**src/rtl/palette_pkg.sv**
```systemverilog
// Shared types, default parameters and helpers for the palette lookup block.
package palette_pkg;

  localparam int DEF_IDX_W = 4;
  localparam int DEF_CH_W  = 4;
  localparam int DEF_BANKS = 2;

  typedef struct packed {
    logic [DEF_CH_W-1:0] r;
    logic [DEF_CH_W-1:0] g;
    logic [DEF_CH_W-1:0] b;
  } rgb_t;

  typedef enum logic {PAL_INIT, PAL_RUN} pal_state_e;

  // Out-of-range bank requests fall back to bank 0.
  function automatic int unsigned clamp_bank(input int unsigned req, input int unsigned banks);
    return (req >= banks) ? 0 : req;
  endfunction

endpackage

```
**src/rtl/palette_lut_if.sv**
```systemverilog
// Lookup, bank-select and write-port signals of palette_lut.
// fade_i exists only when PALETTE_FADE_EN is defined.
interface palette_lut_if #(
    parameter int IDX_W = 4,
    parameter int CH_W  = 4,
    parameter int BANKS = 2
);
    localparam int BANK_W = (BANKS > 1) ? $clog2(BANKS) : 1;

    logic              pix_valid_i;
    logic [IDX_W-1:0]  pix_index_i;
`ifdef PALETTE_FADE_EN
    logic [CH_W:0]     fade_i;
`endif
    logic [CH_W-1:0]   red_o;
    logic [CH_W-1:0]   green_o;
    logic [CH_W-1:0]   blue_o;
    logic              pix_valid_o;
    logic              frame_start_i;
    logic [BANK_W-1:0] bank_req_i;
    logic [BANK_W-1:0] active_bank_o;
    logic              wr_valid_i;
    logic              wr_ready_o;
    logic [BANK_W-1:0] wr_bank_i;
    logic [IDX_W-1:0]  wr_index_i;
    logic [3*CH_W-1:0] wr_rgb_i;
    logic              init_done_o;

    modport master (
        output pix_valid_i, pix_index_i,
`ifdef PALETTE_FADE_EN
        output fade_i,
`endif
        output frame_start_i, bank_req_i, wr_valid_i, wr_bank_i, wr_index_i, wr_rgb_i,
        input  red_o, green_o, blue_o, pix_valid_o, active_bank_o, wr_ready_o, init_done_o
    );

    modport slave (
        input  pix_valid_i, pix_index_i,
`ifdef PALETTE_FADE_EN
        input  fade_i,
`endif
        input  frame_start_i, bank_req_i, wr_valid_i, wr_bank_i, wr_index_i, wr_rgb_i,
        output red_o, green_o, blue_o, pix_valid_o, active_bank_o, wr_ready_o, init_done_o
    );

endinterface

```
**src/rtl/palette_ram.sv**
```systemverilog
// Simple dual-port RAM: one write port, one registered read-first read port.
module palette_ram #(
    parameter int ADDR_W = 5,
    parameter int DATA_W = 12,
    parameter int DEPTH  = 32
) (
    input  logic              clk,
    input  logic              we,
    input  logic [ADDR_W-1:0] waddr,
    input  logic [DATA_W-1:0] wdata,
    input  logic [ADDR_W-1:0] raddr,
    output logic [DATA_W-1:0] rdata
);

    logic [DATA_W-1:0] mem [DEPTH];

    // NOTE: the array has no reset so it maps onto RAM primitives; the owner clears it by sweeping.
    always_ff @(posedge clk) begin
        if (we) mem[waddr] <= wdata;
        rdata <= mem[raddr];
    end

endmodule

```
**src/rtl/palette_lut.sv**
```systemverilog
// Multi-bank colour palette with frame-synchronous bank switching and a clear-on-reset sweep.
// Define PALETTE_FADE_EN to add a brightness stage (fade_i, latency 3).
module palette_lut
    import palette_pkg::*;
#(
    parameter int IDX_W = DEF_IDX_W,
    parameter int CH_W  = DEF_CH_W,
    parameter int BANKS = DEF_BANKS
) (
    input logic          clk,
    input logic          reset,
    palette_lut_if.slave bus
);

    localparam int BANK_W = (BANKS > 1) ? $clog2(BANKS) : 1;
    localparam int ADDR_W = BANK_W + IDX_W;
    localparam int DEPTH  = BANKS * (2 ** IDX_W);
    localparam int RGB_W  = 3 * CH_W;

    pal_state_e        state, state_nxt;
    logic [ADDR_W-1:0] sweep_cnt;
    logic              init_done, wr_ready;
    logic [BANK_W-1:0] pending_bank, active_bank;

    logic              ram_we;
    logic [ADDR_W-1:0] ram_waddr;
    logic [RGB_W-1:0]  ram_wdata, ram_rdata;

    logic              s1_valid, s1_blank;
    logic              s2_valid;
    logic [RGB_W-1:0]  s2_rgb;
    logic              out_valid;
    logic [RGB_W-1:0]  out_rgb;

    // NOTE: state registers use non-blocking assignments so every flop samples pre-edge values.
    always_ff @(posedge clk) begin
        if (reset) state <= PAL_INIT;
        else       state <= state_nxt;
    end

    // NOTE: every output of this block gets a default first so no latch is inferred.
    always_comb begin
        state_nxt = state;
        init_done = 1'b0;
        wr_ready  = 1'b0;
        case (state)
            PAL_INIT: if (sweep_cnt == ADDR_W'(DEPTH - 1)) state_nxt = PAL_RUN;
            PAL_RUN: begin
                init_done = 1'b1;
                wr_ready  = 1'b1;
            end
            default: state_nxt = PAL_INIT;
        endcase
    end

    always_ff @(posedge clk) begin
        if (reset)                  sweep_cnt <= '0;
        else if (state == PAL_INIT) sweep_cnt <= sweep_cnt + 1'b1;
    end

    // The sweep owns the write port until the palette is cleared; writes to missing banks are dropped.
    always_comb begin
        ram_we    = 1'b0;
        ram_waddr = sweep_cnt;
        ram_wdata = '0;
        if (state == PAL_INIT) begin
            ram_we = 1'b1;
        end else begin
            ram_we    = bus.wr_valid_i && wr_ready && (32'(bus.wr_bank_i) < BANKS);
            ram_waddr = {bus.wr_bank_i, bus.wr_index_i};
            ram_wdata = bus.wr_rgb_i;
        end
    end

    always_ff @(posedge clk) begin
        if (reset) begin
            pending_bank <= '0;
            active_bank  <= '0;
        end else begin
            pending_bank <= BANK_W'(clamp_bank(32'(bus.bank_req_i), BANKS));
            if (bus.frame_start_i) active_bank <= pending_bank;
        end
    end

    // Stage 1 is the RAM address register: index and active bank are captured with the read,
    // which also makes a same-cycle write invisible to that lookup.
    palette_ram #(.ADDR_W(ADDR_W), .DATA_W(RGB_W), .DEPTH(DEPTH)) u_ram (
        .clk   (clk),
        .we    (ram_we),
        .waddr (ram_waddr),
        .wdata (ram_wdata),
        .raddr ({active_bank, bus.pix_index_i}),
        .rdata (ram_rdata)
    );

    always_ff @(posedge clk) begin
        if (reset) begin
            s1_valid <= 1'b0;
            s1_blank <= 1'b1;
            s2_valid <= 1'b0;
            s2_rgb   <= '0;
        end else begin
            s1_valid <= bus.pix_valid_i;
            s1_blank <= (state == PAL_INIT);
            s2_valid <= s1_valid;
            if (s1_valid) s2_rgb <= s1_blank ? '0 : ram_rdata;
        end
    end

`ifdef PALETTE_FADE_EN
    logic [CH_W:0] s1_fade, s2_fade;

    function automatic logic [CH_W-1:0] scale(input logic [CH_W-1:0] ch, input logic [CH_W:0] f);
        logic [2*CH_W:0] p;
        p = (2*CH_W+1)'(ch) * (2*CH_W+1)'(f);
        return p[2*CH_W-1:CH_W];
    endfunction

    always_ff @(posedge clk) begin
        if (reset) begin
            s1_fade   <= '0;
            s2_fade   <= '0;
            out_valid <= 1'b0;
            out_rgb   <= '0;
        end else begin
            s1_fade   <= bus.fade_i;
            s2_fade   <= s1_fade;
            out_valid <= s2_valid;
            if (s2_valid)
                out_rgb <= {scale(s2_rgb[3*CH_W-1 -: CH_W], s2_fade),
                            scale(s2_rgb[2*CH_W-1 -: CH_W], s2_fade),
                            scale(s2_rgb[CH_W-1:0],         s2_fade)};
        end
    end
`else
    assign out_valid = s2_valid;
    assign out_rgb   = s2_rgb;
`endif

    assign bus.pix_valid_o   = out_valid;
    assign bus.red_o         = out_rgb[3*CH_W-1 -: CH_W];
    assign bus.green_o       = out_rgb[2*CH_W-1 -: CH_W];
    assign bus.blue_o        = out_rgb[CH_W-1:0];
    assign bus.active_bank_o = active_bank;
    assign bus.wr_ready_o    = wr_ready;
    assign bus.init_done_o   = init_done;

endmodule

```
**src/flat_wrapper.sv**
```systemverilog
// flat-port wrapper written by rule: the top's interface ports become plain ports
module palette_lut_flat import palette_pkg::*;
#(
    parameter int IDX_W = DEF_IDX_W,
    parameter int CH_W  = DEF_CH_W,
    parameter int BANKS = DEF_BANKS
)
  (clk, reset, bus_pix_valid_i, bus_pix_index_i, bus_frame_start_i, bus_bank_req_i, bus_wr_valid_i, bus_wr_bank_i, bus_wr_index_i, bus_wr_rgb_i, bus_red_o, bus_green_o, bus_blue_o, bus_pix_valid_o, bus_active_bank_o, bus_wr_ready_o, bus_init_done_o);
  palette_lut_if #(.IDX_W(IDX_W), .CH_W(CH_W), .BANKS(BANKS)) bus_i ();
  input logic clk;
  input logic reset;
  input wire logic [$bits(bus_i.pix_valid_i)-1:0] bus_pix_valid_i;
  input wire logic [$bits(bus_i.pix_index_i)-1:0] bus_pix_index_i;
  input wire logic [$bits(bus_i.frame_start_i)-1:0] bus_frame_start_i;
  input wire logic [$bits(bus_i.bank_req_i)-1:0] bus_bank_req_i;
  input wire logic [$bits(bus_i.wr_valid_i)-1:0] bus_wr_valid_i;
  input wire logic [$bits(bus_i.wr_bank_i)-1:0] bus_wr_bank_i;
  input wire logic [$bits(bus_i.wr_index_i)-1:0] bus_wr_index_i;
  input wire logic [$bits(bus_i.wr_rgb_i)-1:0] bus_wr_rgb_i;
  output wire logic [$bits(bus_i.red_o)-1:0] bus_red_o;
  output wire logic [$bits(bus_i.green_o)-1:0] bus_green_o;
  output wire logic [$bits(bus_i.blue_o)-1:0] bus_blue_o;
  output wire logic [$bits(bus_i.pix_valid_o)-1:0] bus_pix_valid_o;
  output wire logic [$bits(bus_i.active_bank_o)-1:0] bus_active_bank_o;
  output wire logic [$bits(bus_i.wr_ready_o)-1:0] bus_wr_ready_o;
  output wire logic [$bits(bus_i.init_done_o)-1:0] bus_init_done_o;
  assign bus_i.pix_valid_i = bus_pix_valid_i;
  assign bus_i.pix_index_i = bus_pix_index_i;
  assign bus_i.frame_start_i = bus_frame_start_i;
  assign bus_i.bank_req_i = bus_bank_req_i;
  assign bus_i.wr_valid_i = bus_wr_valid_i;
  assign bus_i.wr_bank_i = bus_wr_bank_i;
  assign bus_i.wr_index_i = bus_wr_index_i;
  assign bus_i.wr_rgb_i = bus_wr_rgb_i;
  assign bus_red_o = bus_i.red_o;
  assign bus_green_o = bus_i.green_o;
  assign bus_blue_o = bus_i.blue_o;
  assign bus_pix_valid_o = bus_i.pix_valid_o;
  assign bus_active_bank_o = bus_i.active_bank_o;
  assign bus_wr_ready_o = bus_i.wr_ready_o;
  assign bus_init_done_o = bus_i.init_done_o;
  palette_lut #(.IDX_W(IDX_W), .CH_W(CH_W), .BANKS(BANKS)) u_core (.clk(clk), .reset(reset), .bus(bus_i));
endmodule
```
**config.mk**
```make
export PLATFORM = sky130hd
export DESIGN_NAME = palette_lut_flat
export DESIGN_NICKNAME = d
export VERILOG_FILES = /design/src/rtl/palette_pkg.sv /design/src/rtl/palette_lut_if.sv /design/src/rtl/palette_ram.sv /design/src/rtl/palette_lut.sv /design/src/flat_wrapper.sv
export SDC_FILE = /design/constraint.sdc
export NUM_CORES = 1
export LEC_CHECK = 0
export CELL_PAD_IN_SITES_DETAIL_PLACEMENT = 0
export CELL_PAD_IN_SITES_GLOBAL_PLACEMENT = 2
export CORE_MARGIN = 3
export CORE_UTILIZATION = 40
export DETAILED_ROUTE_END_ITERATION = 8
export PLACE_DENSITY = 0.76
export SETUP_SLACK_MARGIN = 0.15
export SLEW_MARGIN = 10
export SYNTH_ARGS = -nofsm -noshare
export SYNTH_HDL_FRONTEND = slang
export SYNTH_SLANG_ARGS = --single-unit
```
**constraint.sdc**
```tcl
create_clock -name clk -period 3.4 [get_ports clk]
set_input_delay 0.51 -clock clk [delete_from_list [all_inputs] [get_ports clk]]
set_output_delay 0.51 -clock clk [all_outputs]
set_load 0.02 [all_outputs]
```
# Word-level counts from Yosys, hierarchy flattened
# Memories as Yosys holds them, arrays and structs flattened. A register that Yosys moved wholly into a read port is not among the register bits.
# Cells that the tools add are included.
# W data, S select, Z words.
dict set report word_totals {
  mem_count 1
  word_cells 22
  output_inout_bits 16
  ramBits 384
  inputBits 27
  reg_bits 23
}
# name words word_bits read_ports rd_clocked_by_memory_dff write_ports line_no
set memory_table {}
lappend memory_table {u_core.u_ram.mem 32 12 1 1 1 palette_ram.sv:15} ;# logic [DATA_W-1:0] mem [DEPTH];
dict set report classes {
  bitwise_logic 1
  n_eq_ne 1
  add_sub_neg 1
  reduce_logical 1
  muxes 9
}
# cell n
set ops {}
lappend ops {{$mux W12} 2}
lappend ops {{$mux W1} 6}
lappend ops {{$add A5 B1 Y5 const B} 1}
lappend ops {{$eq A5 B5 Y1 const B} 1}
lappend ops {{$mux W5} 1}
lappend ops {{$logic_and A1 B1 Y1} 1}
lappend ops {{$not A1 Y1} 1}

# Depth between registers and ports, before layout
# Gate-level depths: netlist of run 1.
dict set report depth {
  depth_word 5
  depth_mapped 8
  mapped_depth_nobuf 5
}

# Cells and area by module
# Synthesis of run 1 repeated with hierarchy kept, for this count alone.
dict set report hier_totals {
  cells_unflattened 977
  hier_area_um2 16562.1
}
# mod area_each_um2 seq_area_each_um2 n_inst cells_each
set by_module_without_submodules {}
lappend by_module_without_submodules {palette_ram 15468.6 11771.3 1 868}
lappend by_module_without_submodules {palette_lut 1093.5 460.4 1 109}

# Least setup slack after synthesis of run 1
# No wires, ideal clock.
dict set report synth_timing {
  path_type {reg2reg}
  startpoint {reg u_core.state}
  endpoint {mem u_core.u_ram.mem[13][0] (enable)}
  path_stages_with_launch 6
  required_time_ns 3.020
  path_buffers 3
  setup_time_ns 0.380
  arrival_ns 1.789
  period_less_slack_ns 2.169
  slack_ns 1.231
  path_cell_list {dfxtp_1 > clkbuf_2 > buf_2 > buf_2 > a21oi_1 > nor2_1}
}
dict set report synth_between {
  elab_chain_cells 5
  word_cells_on_any_way 6
  classes_between {mux: 5; reduce/logical: 1}
}
# item line_no
set synth_rtl {}
lappend synth_rtl {{start: declaration} palette_lut.sv:20} ;# pal_state_e state, state_nxt;
lappend synth_rtl {{start signal: assignment} palette_lut.sv:38} ;# else state <= state_nxt;
lappend synth_rtl {{$mux W1} palette_lut.sv:46} ;# case (state)
lappend synth_rtl {{$logic_and A1 B1 Y1} palette_lut.sv:69} ;# ram_we = bus.wr_valid_i && wr_ready && (32'(bus.wr_bank_i) < BANKS);
lappend synth_rtl {{$mux W1} palette_lut.sv:66} ;# if (state == PAL_INIT) begin
lappend synth_rtl {{$mux W1} palette_ram.sv:19} ;# if (we) mem[waddr] <= wdata;
lappend synth_rtl {{$mux W1 (implied by the code)} palette_ram.sv:19}
lappend synth_rtl {{end: declaration} palette_ram.sv:15}
# Several ways; a longest one is shown, not always the timed one.

# Worst setup path in the final report of run 1
dict set report layout_timing {
  startpoint {reg u_core.state}
  endpoint {out bus_init_done_o}
}
dict set report layout_between {
  elab_chain_cells 1
}
# item line_no
set layout_rtl {}
lappend layout_rtl {{$mux W1} palette_lut.sv:46}
lappend layout_rtl {{end: declaration} flat_wrapper.sv:26} ;# output wire logic [$bits(bus_i.init_done_o)-1:0] bus_init_done_o;
# No other way between the ends.

==> flow_summary.ini, run 1 <==
[outcome]
status = finished clean

[grt]
grt-ovfl-total = 0
grt_use_total = 0.173
antenna_found_initial = 0
grt_pass1_wl_um = 56600
grt_max_degree = 41
grt_pass1_vias = 8597

[detailed_routing]
drt_iter0_markers = 847
routed_wl_um = 38200
final_antenna_net_count = 0
via_count = 8696
avgRoutedWirePerCell_um = 23.2
drt_pre_antenna_iters = 5
via_per_inst = 5.28
drc = 0

[yosys]
async_reset_ff_frac = 0
yosysTopAreaCell = edfxtp_1
ys.flop_type = edfxtp_1
syn_inst = 988
yosys_warnings = 0
synth_area_leaders = edfxtp_1 (70%), mux2i_1 (12%), dfxtp_1 (4.3%), a22oi_1 (2.2%), nor2_1 (1.3%)
synth_edf_count = 384
avgSynthCellArea_um2 = 16.7
ys_ff_latch = 419
syn_area_um2 = 16500
synth_fp_nets = 1017
yosysSeqAreaShare = 0.743
synth.top_cell.area_share = 0.700
synth_cell_type_count = 35

[cts]
ctsHoldBuffers = 0
cts_tree = yes
clk_pin_slew_ps = 60
post_cts_buffers = 0
cts_root_buf = clkbuf_16
cts_buffers = 42
h-tree-depth = 2
clock_latency_ps = 540
clockBufferDepth = 3
clock_sinks = 419
cts_resized = 0

[sta]
relSlewSlack = 0.286
fmax_ghz = 0.393
skew_ps = 14.2
fin_crit_ps = 2550
finalSetupViolations = 0
tns_ps = 0
rsz0062_at_grt = no
period_share = 0.749
tightest_slew_ps = 1070
report.final.slew_viol_count = 0
hold_violations = 0

[die]
core-area_um2 = 40200
std_cell_rows = 73
die_w_um = 209
initial_core_util = 0.410
die_y_um = 209
io_pins = 43
dieArea_um2 = 43700

[hold_path]
min_path_cells = 2
holdCritStartpoint = u_core.u_ram.rdata[6]
min_to = u_core.out_rgb[6]
min_path_type = flop to flop

[worst_setup_path]
slowest_stage = dfxtp_1
crit_chain = buf_4 > clkdlybuf4s50_1
critPathTopFamily = buffers and inverters
r2r_end = u_core.u_ram.mem[8][2]
cp.arrival_ps = 2040
crit_path_end_kind = primary output
path_buf_inv = 2
max_stage_delay_ps = 640
startpoint_type = flop
cp_max_fo = 13
ff2ff_setup_slack_ps = 940
r2r_start = u_core.state
worst-setup-path-type = flop to primary output
worstPathRequired_ps = 2890
r2r_cells = 6

[placement]
gp_congestion = 0.813
dp_hpwl_um = 24000
numPortBuffers = 42
placed_cell_area_um2 = 17700
placedCellCount = 1570

[power]
power_density_nw_per_um2 = 579
power_uw = 11100
vdd_drop_max_mv = 0.349
p_leak_uw = 0.00673

[final_layout]
area_delta_synth_final_pct = 16.6
drive_gt1_frac = 0.128
utilization = 0.478
mostFrequentLayoutCells = edfxtp_1 (384), mux2i_1 (197), buf_4 (67), nor2_1 (55), a22oi_1 (48)
fin_nets = 1118
stdcell_count = 1648
design_area_um2 = 19200
final_common_cell = edfxtp_1
filler_cell_count = 3454

[job]
maxCapViolations = 0
-- routing by layer --
| layer | track usage | vias to the layer above | wire length [µm] |
|---|---|---|---|
| li1 | - | 4038 | - |
| met1 | 0.256 | 4378 | 17600 |
| met2 | 0.269 | 231 | 17700 |
| met3 | 0.0284 | 49 | 2040 |
| met4 | 0.0464 | 0 | 867 |
| met5 | 0 | - | 0 |
-- synthesized netlist by cell type, types with 2 or more instances --
master,count
a21oi_1,38
a22o_1,24
a22oi_1,48
a31oi_1,13
and2_1,14
buf_12,9
buf_2,17
buf_4,7
buf_6,6
clkbuf_1,14
dfxtp_1,35
edfxtp_1,384
ha_1,2
mux2i_1,197
nand2_1,33
nand2b_1,4
nand3_1,27
nand4_1,12
nor2_1,56
nor2b_1,20
nor3_1,13
xor2_1,2
-- stage by stage --
stage,setup slack (ps),hold slack (ps)
floorplan,1230,432
global placement,724,446
detailed placement,656,460
CTS,825,474
global route,756,479
finish,852,472
-- cells by family after synthesis --
group	synth area share
adders and majority gates	0.00152
xor gates and xnor gates	0.00160
and+or+nand+nor	0.0531
DFF	0.743
AOI/OAI and AO/OA	0.0526
buffers and inverters	0.0283
muxes	0.120
-- report_power, final --
| group | total, µW | leakage [µW] | internal [µW] | switching, µW |
|---|---|---|---|---|
| sequential | 5660 | 0.00367 | 5620 | 33.4 |
| combinational | 499 | 0.00232 | 195 | 304 |
| clock | 4960 | 0.000740 | 3080 | 1880 |
-- how the worst max path moves through the flow --
stage | from | to | cells after the start | slack [ps]
3_5_place_dp | bus_pix_index_i[2] | u_core.u_ram.rdata[6] | 7 | 660
2_1_floorplan | u_core.state | u_core.u_ram.mem[13][0] | 5 | 1230
5_1_grt | u_core.state | u_core.u_ram.mem[8][5] | 6 | 760
4_1_cts | u_core.state | bus_init_done_o | 2 | 830
6_report | u_core.state | bus_init_done_o | 2 | 850
3_3_place_gp | bus_pix_index_i[0] | u_core.u_ram.rdata[8] | 7 | 720
-- worst min-delay path, delay by kind of cell, from the launching register on --
family / cells / cell delay (ps)
flip-flops: 1 / 310
AO/OA/AOI/OAI: 1 / 50
AND/OR/NAND/NOR: 1 / 80
-- final cells by class --
cell class              count  area (µm²)  share of cell area
diodes                      1        2.50            0.000130
clock buffers              54        1190              0.0619
repair buffers            113        1010              0.0525
inverters                   1        3.75            0.000195
clock inverters            23         315              0.0164
flip-flops and latches    419       12200               0.637
well taps                 525         657              0.0342
multi-input cells         512        3800               0.198
-- state kept, by name, indices dropped and copies added (netlist names) --
name,cells
u_core.pending_bank,1
u_core.sweep_cnt,5
u_core.u_ram.mem,384
u_core.out_rgb,12
u_core.u_ram.rdata,12
u_core.s1_valid,1
u_core.bus.active_bank_o,1
u_core.state,1
u_core.s1_blank,1
u_core.bus.pix_valid_o,1
No activity file was read; power rests on OpenSTA's default activity.
==> run 2, diff against run 1 <==
Clock period 3.4 ns to 2.39 ns, I/O delays scaled along.
==> flow_summary.ini, run 2 (same netlist as run 1, synthesis figures left out) <==
[outcome]
status = finished clean

[detailed_routing]
drc = 0
final_antenna_net_count = 0
drt_pre_antenna_iters = 5
via_count = 8759
avgRoutedWirePerCell_um = 23.3
via_per_inst = 5.32
routed_wl_um = 38400
drt_iter0_markers = 879

[sta]
fmax_ghz = 0.462
rsz0062_at_grt = no
tns_ps = 0
skew_ps = 19.7
period_share = 0.905
hold_violations = 0
tightest_slew_ps = 839
relSlewSlack = 0.440
finalHoldWorstSlack_ps = 372
finalSetupViolations = 0
fin_crit_ps = 2160
report.final.slew_viol_count = 0

[cts]
clock_sinks = 419
clockBufferDepth = 3
ctsHoldBuffers = 0
clk_pin_slew_ps = 60
clock_latency_ps = 540
h-tree-depth = 2
cts_root_buf = clkbuf_16
cts_buffers = 42
cts_tree = yes

[grt]
grt_use_total = 0.174
grt_max_degree = 49
grt_pass1_vias = 8721
grt-ovfl-total = 0
antenna_found_initial = 0
grt_pass1_wl_um = 56600

[worst_setup_path]
r2r_end = u_core.u_ram.rdata[0]
startpoint = u_core.bus.active_bank_o
startpoint_type = flop
max_stage_delay_ps = 690
worst-setup-path-type = flop to primary output
slowest_stage = clkdlybuf4s50_1
crit_path_end_kind = primary output
worstPathRequired_ps = 2030
r2r_cells = 5
cp_max_fo = 9
r2r_start = u_core.bus.active_bank_o
critPathTopFamily = buffers and inverters
cp_num_cells = 1
cp-endpoint = bus_active_bank_o
cp.arrival_ps = 1800
path_buf_inv = 1
crit_chain = clkdlybuf4s50_1
ff2ff_setup_slack_ps = 280

[final_layout]
largest_reg_flops = 384
seq_area_um2 = 12200
stdcell_count = 1646
largest_register = u_core.u_ram.mem
fin_nets = 1122
final_common_cell = edfxtp_1
drive_gt1_frac = 0.122
num_antenna_cells = 0
top_regs = u_core.u_ram.mem: 384 flops, u_core.out_rgb: 12 flops, u_core.u_ram.rdata: 12 flops
mostFrequentLayoutCells = edfxtp_1 (384), mux2i_1 (197), buf_4 (61), nor2_1 (55), a22oi_1 (48)
filler_cell_count = 3449
area_delta_synth_final_pct = 16.4
multiInputGateArea_um2 = 3810

[die]
initial_core_util = 0.410
dieArea_um2 = 43700
io_pins = 43
core-area_um2 = 40200
std_cell_rows = 73
die_y_um = 209
die_w_um = 209

[placement]
numPortBuffers = 42
placedCellCount = 1574
dp_hpwl_um = 23100
gp_congestion = 0.777

[power]
p_leak_uw = 0.00667
vdd_drop_max_mv = 0.411
power_density_nw_per_um2 = 790

[hold_path]
min_path_type = primary input to flop

[job]
maxCapViolations = 0
run 2: cell type report:
type	count	share of cell area
Inverter	1	0.000196
Timing Repair Buffer	117	0.0607
Clock inverter	16	0.00920
Clock buffer	56	0.0592
Multi-Input combinational cell	512	0.199
Sequential cell	419	0.638
Tap cell	525	0.0343
run 2: layer usage:
| layer | GRT usage | up-vias | share of wire |
|---|---|---|---|
| met4 | 0.0531 | 0 | 0.025 |
| met2 | 0.271 | 199 | 0.46 |
| met3 | 0.0231 | 63 | 0.042 |
| met5 | 0 | - | 0 |
| li1 | - | 4050 | - |
| met1 | 0.258 | 4447 | 0.47 |
run 2: where the power goes:
group	leakage [µW]	internal (µW)	total (µW)	switching [µW]
Clock	0.000633	3750	6360	2620
Combinational	0.00237	296	748	452
Sequential	0.00367	8000	8040	41.9
Total	0.00667	12000	15200	3110
run 2: timing repair:
action | 4_1_cts | 5_1_grt
setup endpoints to repair | 1 | 55
gates resized for setup | 1 | 2
setup buffers | 0 | 0
run 2: how the worst min path moves through the flow:
stage                                        end                   from  slack, ps  cells after the start
after floorplan           u_core.bus.pix_valid_o                  reset        430                      1
after detailed placement       u_core.out_rgb[8]  u_core.u_ram.rdata[8]        450                      2
after CTS                        u_core.s1_valid        bus_pix_valid_i        350                      2
final                            u_core.s1_valid        bus_pix_valid_i        370                      2
after global placement         u_core.out_rgb[8]  u_core.u_ram.rdata[8]        450                      2
after global routing             u_core.s1_valid        bus_pix_valid_i        370                      2
run 2: metrics by stage:
| stage | instance area (µm²) | worst slack, ps | total power (µW) | utilization |
|---|---|---|---|---|
| floorplan | 16500 | 221 | 8650 | - |
| global placement | 17900 | -376 | 8950 | 0.444 |
| detailed placement | 17900 | -345 | 8950 | 0.444 |
| CTS | 19200 | 175 | 15300 | 0.477 |
| global route | 19200 | 162 | 15600 | 0.477 |
| finish | 19200 | 227 | 15200 | 0.477 |
==> run 3, diff against run 2 <==
Settings changed: ABC_AREA from default to 1, PLACE_DENSITY 0.76 to 0.83.
==> flow_summary.ini, run 3 <==
[power]
power_density_nw_per_um2 = 791
p_leak_uw = 0.00761
vdd_drop_max_mv = 0.557
power_uw = 15500

[sta]
period_share = 0.871
relSlewSlack = 0.460
finalSetupViolations = 0
tns_ps = 0
tightest_slew_ps = 809
rsz0062_at_grt = no
fmax_ghz = 0.480
hold_violations = 0
fin_crit_ps = 2080
report.final.slew_viol_count = 0
skew_ps = 18.5

[die]
core-area_um2 = 41200
die_y_um = 211
initial_core_util = 0.409
dieArea_um2 = 44600
std_cell_rows = 74
io_pins = 43
die_w_um = 211

[placement]
numPortBuffers = 42
gp_congestion = 0.769
placed_cell_area_um2 = 18200
placedCellCount = 2060
dp_hpwl_um = 26700

[yosys]
synth_compound_area_frac = 0.00757
yosysTopAreaCell = edfxtp_1
synth_xor_area_frac = 0
ys_ff_latch = 419
async_reset_ff_frac = 0
yosys-top-cells-count = nand2_1 (590), edfxtp_1 (384), nand3_1 (292)
synth.top_cell.area_share = 0.684
synth_fp_nets = 1529
synth_edf_count = 384
yosys_warnings = 0
ys.flop_type = edfxtp_1
yosysSeqAreaShare = 0.726
avgSynthCellArea_um2 = 11.2
synth_area_leaders = edfxtp_1 (68%), nand2_1 (13%), nand3_1 (8.7%), dfxtp_1 (4.2%), buf_2 (1.2%)
synth_most_common_cell = nand2_1
synth_cell_type_count = 19
synth.area.mux_share = 0
syn_area_um2 = 16900
synthAdderAreaFrac = 0.00148
synth_top_family_by_area = simple AND/OR/NAND/NOR gates
synth_simple_gate_area_share = 0.230
syn_inst = 1500

[final_layout]
fin_nets = 1602
drive_gt1_frac = 0.0927
stdcell_count = 2139
area_delta_synth_final_pct = 16.1
top_regs = u_core.u_ram.mem: 384 flops, u_core.out_rgb: 12 flops, u_core.u_ram.rdata: 12 flops
largest_register = u_core.u_ram.mem
num_antenna_cells = 0
multiInputGateArea_um2 = 4040
filler_cell_count = 3667
final_common_cell = nand2_1
design_area_um2 = 19600
mostFrequentLayoutCells = nand2_1 (590), edfxtp_1 (384), nand3_1 (292), buf_4 (63), nor2_1 (45)
seq_area_um2 = 12200
largest_reg_flops = 384

[cts]
cts_tree = yes
h-tree-depth = 2
clk_pin_slew_ps = 60
clockBufferDepth = 3
cts_buffers = 43
clock_latency_ps = 550
ctsHoldBuffers = 0
clock_sinks = 419
cts_root_buf = clkbuf_16

[grt]
grt_pass1_wl_um = 65700
grt-ovfl-total = 0
grt_pass1_vias = 10582
antenna_found_initial = 0
grt_max_degree = 97
grt_use_total = 0.198

[detailed_routing]
routed_wl_um = 44000
via_per_inst = 5.11
drt_iter0_markers = 882
avgRoutedWirePerCell_um = 20.6
via_count = 10939
drc = 0
final_antenna_net_count = 0
drt_pre_antenna_iters = 5

[outcome]
status = finished clean

[worst_setup_path]
crit_chain = inv_2 > or2_1 > o21ai_0 > inv_2 > nor2_1 > nand2_1 > nor2_1 > buf_4
max_stage_delay_ps = 430
r2r_start = u_core.state
startpoint = u_core.state
startpoint_type = flop
cp_max_fo = 12
worst-setup-path-type = flop to flop
worstPathRequired_ps = 2630
slowest_stage = dfxtp_1
crit_path_end_kind = flop
cp.arrival_ps = 2320

[hold_path]
holdCritStartpoint = bus_pix_valid_i
min_path_type = primary input to flop

[job]
maxCapViolations = 0
run 3: cell types whose count changed after synthesis, sizes merged, moves of 20 or more:
cell / before / now
nand2: 33 / 590
nand3: 27 / 292
mux2i: 197 / 0
a22oi: 48 / 0
buf: 41 / 73
inv: 1 / 32
a22o: 24 / 0
a21oi: 38 / 17
nor2b: 20 / 0
run 3: cells by family after synthesis:
kind of cell	after synthesis
buf+inv	120
flops	419
compound gates	25
simple gates	934
fa+ha+maj	2
run 3: worst paths after layout:
kind / end / slack [ps] / cells past startpoint
worst max-delay path: u_core.u_ram.mem[2][4] / 310 / 8
worst min-delay path: u_core.s1_valid / 320 / 3
worst max register to register: u_core.u_ram.mem[2][4] / 310 / 8
worst min register to register: u_core.out_rgb[9] / 450 / 2
run 3: routing by layer:
metal | up-vias | wire length, µm | track usage
met4 | 0 | 941 | 0.0485
li1 | 5287 | - | -
met1 | 5283 | 19700 | 0.285
met3 | 65 | 2540 | 0.0242
met5 | - | 0 | 0
met2 | 304 | 20800 | 0.324
run 3: per-stage QoR:
| stage | hold WS, ps | worst slack [ps] | util |
|---|---|---|---|
| 6_report | 321 | 308 | 0.475 |
| 5_1_grt | 329 | 164 | 0.475 |
| 4_1_cts | 301 | 269 | 0.475 |
| 3_5_place_dp | 446 | 39.8 | 0.441 |
| 3_3_place_gp | 437 | 20.1 | 0.441 |
| 2_1_floorplan | 424 | 178 | - |
run 3: cell type report:
cell class | count | area share
flip-flops and latches | 419 | 0.625
multi-input cells | 961 | 0.206
clock buffers | 53 | 0.0580
repair buffers | 116 | 0.0566
well taps | 532 | 0.0340
clock inverters | 26 | 0.0138
inverters | 32 | 0.00646
run 3: report_power, final:
part / total, µW / internal, µW / switching (µW)
registers: 8030 / 7990 / 33.4
logic: 830 / 257 / 574
clock network: 6630 / 3930 / 2700
run 3: repair_timing:
action / CTS / global route
setup buffers: 0 / 0
setup endpoints to repair: 2 / 0
gates resized for setup: 3 / 0
run 3: critical path, delay by kind of cell (launching register included):
kind | cells | cell delay [ps]
DFF | 1 | 430
AOI/OAI and AO/OA | 1 | 160
and+or+nand+nor | 4 | 790
buffers and inverters | 3 | 380
